File: config.mk
export PLATFORM = sky130hd
export DESIGN_NAME = riscv_commit_trap_ctrl
export DESIGN_NICKNAME = d
export VERILOG_FILES = /design/src/rtl/riscv_trap_pkg.sv /design/src/rtl/riscv_commit_trap_ctrl.sv
export SDC_FILE = /design/constraint.sdc
export NUM_CORES = 1
export LEC_CHECK = 0
export CORE_AREA = 4 4 217 219
export CTS_BUF_LIST = sky130_fd_sc_hd__clkbuf_4
export DETAILED_ROUTE_END_ITERATION = 10
export DIE_AREA = 0 0 221 223
export GPL_ROUTABILITY_DRIVEN = 0
export SETUP_SLACK_MARGIN = 0.4
export SLEW_MARGIN = 40
export SYNTH_ARGS = -nofsm -noshare
export SYNTH_HDL_FRONTEND = slang
export SYNTH_SLANG_ARGS = --single-unit
File: constraint.sdc
create_clock -name clk -period 4 [get_ports clk]
set_input_delay 1 -clock clk [delete_from_list [all_inputs] [get_ports clk]]
set_output_delay 1 -clock clk [all_outputs]
set_load 0.05 [all_outputs]
File: src/rtl/riscv_trap_pkg.sv
// Shared types and constants for the commit-stage trap/retire controller.
package riscv_trap_pkg;

    typedef enum logic [1:0] {
        StIdle,
        StSave,
        StRedirect,
        StDrain
    } trap_state_e;

    localparam logic [31:0] INST_ECALL  = 32'h0000_0073;
    localparam logic [31:0] INST_EBREAK = 32'h0010_0073;
    localparam logic [31:0] INST_MRET   = 32'h3020_0073;

    localparam logic [4:0] EXC_ECALL_M    = 5'd11;
    localparam logic [4:0] EXC_BREAKPOINT = 5'd3;

endpackage

File: src/rtl/riscv_commit_trap_ctrl.sv
// Commit-stage trap/retire controller: gates regfile writes, owns mepc/mcause/mtval,
// sequences flush/redirect/drain and counts retired instructions.
module riscv_commit_trap_ctrl
    import riscv_trap_pkg::*;
#(
    parameter int unsigned DRAIN_CYCLES = 10,
    parameter int unsigned XLEN         = 64
) (
    input  logic            clk,
    input  logic            rst_n,
    input  logic [XLEN-1:0] com_pc_i,
    input  logic [31:0]     com_inst_i,
    input  logic [4:0]      com_rd_addr_i,
    input  logic            com_wr_en_i,
    input  logic            com_valid_i,
    input  logic            com_exc_valid_i,
    input  logic [4:0]      com_exc_cause_i,
    input  logic [XLEN-1:0] com_exc_tval_i,
    input  logic [XLEN-1:0] mtvec_i,
    output logic            retire_wr_en_o,
    output logic            retire_valid_o,
    output logic            flush_o,
    output logic            redirect_valid_o,
    output logic [XLEN-1:0] redirect_pc_o,
    output logic [XLEN-1:0] mepc_o,
    output logic [XLEN-1:0] mcause_o,
    output logic [XLEN-1:0] mtval_o,
    output logic [63:0]     minstret_o,
    output logic            busy_o
);

    localparam int unsigned CntW = (DRAIN_CYCLES > 1) ? $clog2(DRAIN_CYCLES) : 1;

    trap_state_e     state_q;
    logic [CntW-1:0] drain_cnt_q;
    logic            flush_q, redirect_valid_q;
    logic [XLEN-1:0] redirect_pc_q, mepc_q, mcause_q, mtval_q;
    logic [63:0]     minstret_q;

    logic            take, is_ecall, is_ebreak, is_mret;
    logic            trap_detect, mret_detect;
    logic [XLEN-1:0] trap_cause, trap_tval;

    assign take        = com_valid_i & (state_q == StIdle);
    assign is_ecall    = (com_inst_i == INST_ECALL);
    assign is_ebreak   = (com_inst_i == INST_EBREAK);
    assign is_mret     = (com_inst_i == INST_MRET);
    assign trap_detect = take & (com_exc_valid_i | is_ecall | is_ebreak);
    assign mret_detect = take & ~com_exc_valid_i & is_mret;

    assign retire_valid_o = take & ~trap_detect;
    assign retire_wr_en_o = retire_valid_o & com_wr_en_i & (com_rd_addr_i != 5'd0);

    // Upstream exception outranks ECALL, which outranks EBREAK.
    always_comb begin
        trap_cause = XLEN'(com_exc_cause_i);
        trap_tval  = com_exc_tval_i;
        if (!com_exc_valid_i) begin
            if (is_ecall) begin
                trap_cause = XLEN'(EXC_ECALL_M);
                trap_tval  = '0;
            end else begin
                trap_cause = XLEN'(EXC_BREAKPOINT);
                trap_tval  = com_pc_i;
            end
        end
    end

    always_ff @(posedge clk or negedge rst_n) begin
        if (!rst_n) begin
            state_q          <= StIdle;
            drain_cnt_q      <= '0;
            flush_q          <= 1'b0;
            redirect_valid_q <= 1'b0;
            redirect_pc_q    <= '0;
            mepc_q           <= '0;
            mcause_q         <= '0;
            mtval_q          <= '0;
        end else begin
            case (state_q)
                StIdle: begin
                    if (trap_detect) begin
                        mepc_q   <= com_pc_i;
                        mcause_q <= trap_cause;
                        mtval_q  <= trap_tval;
                        flush_q  <= 1'b1;
                        state_q  <= StSave;
                    end else if (mret_detect) begin
                        flush_q          <= 1'b1;
                        redirect_valid_q <= 1'b1;
                        redirect_pc_q    <= mepc_q;
                        state_q          <= StRedirect;
                    end
                end
                StSave: begin
                    redirect_valid_q <= 1'b1;
                    redirect_pc_q    <= {mtvec_i[XLEN-1:2], 2'b00};
                    state_q          <= StRedirect;
                end
                StRedirect: begin
                    redirect_valid_q <= 1'b0;
                    if (DRAIN_CYCLES == 0) begin
                        flush_q <= 1'b0;
                        state_q <= StIdle;
                    end else begin
                        drain_cnt_q <= CntW'(DRAIN_CYCLES - 1);
                        state_q     <= StDrain;
                    end
                end
                StDrain: begin
                    if (drain_cnt_q == '0) begin
                        flush_q <= 1'b0;
                        state_q <= StIdle;
                    end else begin
                        drain_cnt_q <= drain_cnt_q - CntW'(1);
                    end
                end
                default: state_q <= StIdle;
            endcase
        end
    end

    always_ff @(posedge clk or negedge rst_n) begin
        if (!rst_n) begin
            minstret_q <= '0;
        end else if (retire_valid_o) begin
            minstret_q <= minstret_q + 64'd1;
        end
    end

    assign flush_o          = flush_q;
    assign redirect_valid_o = redirect_valid_q;
    assign redirect_pc_o    = redirect_pc_q;
    assign mepc_o           = mepc_q;
    assign mcause_o         = mcause_q;
    assign mtval_o          = mtval_q;
    assign minstret_o       = minstret_q;
    assign busy_o           = (state_q != StIdle);

endmodule

==> qor.yml <==
swShare: 0.4920
grt_pass1_vias: 11530
clk_latency_ns: 0.78
synthTopCellsByArea: "dfrtp_1, nor2_1, nand2_1"
mostFrequentLayoutCell: "clkdlybuf4s50_1"
leakagePower_uw: 0.008253
initial_core_util: 0.2719
final-hold-violation-count: 0
area_growth_pct: 55.01
yosysTopAreaCell: "dfrtp_1"
synth_cells: 1249
ys_warn_count: 0
io_pins: 564
syn_avg_cell_area_sq_um: 9.815
post-synth-top-area-fraction: 0.5491
synth_cell_type_count: 50
combPwrFrac: 0.550
path_class: "input port to output pin"
nFillCells: 4495
power_density_nw_per_um2: 822.8
die_h_microns: 223
dieArea_sq_um: 49280
layout_common_cells: "clkdlybuf4s50_1, dfrtp_1, nand2_1, nor2_1, clkbuf_4"
vias: 11230
max_freq_ghz: 0.2757
slew_headroom: 0.5102
via_per_inst: 4.556
cts_sinks: 269
drive_gt1_frac: 0.1004
drv_cap: 0
period_share: 0.9069
hp-class: "register to register"
htreeDepth: 3
p_clk_frac: 0.165
grt_start_max_net_pins: 101
p_int_uw: 7942
synth.cell_area_sq_um: 12260
async_reset_ff_frac: 1.000
crit_start: "com_inst_i[30]"
clockBufferDepth: 3
drt-initial-drc-count: 522
finalCriticalPeriod_ns: 3.628
dp_slack_ns: -0.01423
fin_nets: 2054
cts_tree: "done"
drtPass1Iterations: 5
power_uw: 15640
finalSetupTns_ns: 0
final_antenna_net_count: 0
r2r_start: "state_q[0]$_DFFE_PN0P_"
switching_power_uw: 7693
p_seq_frac: 0.285
ir_drop_mv: 0.4964
core_area_sq_um: 45090
die_width_microns: 221
crit_arrival_ns: 2.63
tightestPinTransition_ns: 0.7324
rows: 78
holdWs_ns: 0.4731
synth_ff_type: "dfrtp_1"
endpoint_kind: "output pin"
wl_per_cell_microns: 19.02
clock-root-buffer: "clkbuf_4"
cp_data_required_time_ns: 3.00
hpwl_microns: 34280
run_status: "finished, final reports clean"
io_buffers: 502
worstHoldStart: "mcause_o[2]$_DFFE_PN0P_"
yosysSeqAreaShare: 0.5491
ys_ff_latch: 269
drv_slew: 0
antenna_found_initial: 2
drc: 0
fin_ws_ns: 0.3724
synth_edf_count: 0
final.setup_skew_ns: 0.04056
path_clk_slew_ns: 0.06
grt_pass1_wl_microns: 70880
cts_buffers: 81
worst-path-max-fanout: 3
finalSetupViolCount: 0
track_usage: 0.1841
gr-total-overflow: 0
drt-total-wl_microns: 46860
critPathLaunchType: "input port"
rsz0062_at_grt: "yes"
metal layers:
metal | track usage | routed length [microns]
met1 | 0.2138 | 18770
met4 | 0.07268 | 1349
met5 | 0 | 20
met2 | 0.3108 | 22960
met3 | 0.06763 | 3765
cell type report:
cell class	count	area, sq um	area share
antenna	2	5.005	0.0002634
multi-input combinational	892	4981	0.2621
inverter	19	71.32	0.003753
clock buffer	112	840.8	0.04425
tap	600	750.7	0.03950
sequential	269	6731	0.3542
clock inverter	26	131.4	0.006913
timing repair buffer	544	5492	0.2890
critical path, cell delays in order:
cell,delay (ns)
buf_6,0.09
or4_4,0.52
or4_4,0.55
nor2_4,0.13
nor2_4,0.06
o311a_4,0.13
buf_8,0.15
power by group through the flow:
stage,sequential [uW],combinational (uW),clock (uW)
finish,4450,8600,2580
global route,4600,9040,2890
global placement,4480,8570,0
floorplan,7890,2020,0
CTS,4470,8670,2730
detailed placement,4510,8650,0
timing repair:
item                                    in CTS  in global routing
gates resized for setup                     26                 16
setup buffers                                2                  1
endpoints found under the setup margin       3                  2
hold endpoints to repair                     9                  0
pin swaps                                    8                  9
hold buffers                                 1                  0
logic make-up (layout without fill, tap and decap cells):
kind of cell / count (synthesis) / in the layout / share of synthesized area
xor gates and xnor gates: 64 / 64 / 0.04572
AOI/OAI and AO/OA: 154 / 154 / 0.08757
and+or+nand+nor: 543 / 543 / 0.1866
other: 1 / 61 / 0.0003059
DFF: 269 / 269 / 0.5491
muxes: 64 / 64 / 0.05236
adders and majority gates: 8 / 8 / 0.008165
buffers and inverters: 146 / 701 / 0.07022
sequential cells by signal (all words and copies together) (netlist names):
register / flops
mepc_o: 64
minstret_o: 64
mtval_o: 64
redirect_pc_o: 64
mcause_o: 5
drain_cnt_q: 4
state_q: 2
flush_o: 1
redirect_valid_o: 1
path summary, 6_finish.rpt:
path,endpoint,slack (ns),cells after the start
worst max-delay path,retire_wr_en_o,0.37,7
worst min-delay path,mcause_o[2]$_DFFE_PN0P_,0.47,2
worst max register to register,minstret_o[38]$_DFFE_PN0P_,1.43,8
worst min register to register,mcause_o[2]$_DFFE_PN0P_,0.47,2
max in group asynchronous,minstret_o[38]$_DFFE_PN0P_,2.22,4
min in group asynchronous,redirect_pc_o[63]$_DFFE_PN0P_,0.71,2
cell usage after synthesis, types with 19 or more instances:
cell and n:
nand3_1 28, xnor2_1 36, inv_1 19, buf_4 64
clkbuf_1 33, dfrtp_1 269, xor2_1 28, nor2_1 222
mux2i_1 63, a21oi_1 66, a221oi_1 64, nand2_1 220
buf_2 22
stage by stage:
step | area (sq um) | util | cells
6_report | 19000 | 0.4215 | 2464
5_1_grt | 19000 | 0.4215 | 2464
4_1_cts | 18980 | 0.4210 | 2461
3_5_place_dp | 17990 | 0.3989 | 2320
3_3_place_gp | 17960 | 0.3983 | 2319
2_1_floorplan | 12500 | - | 1307
Note: power is estimated with default switching activity, not from simulation.
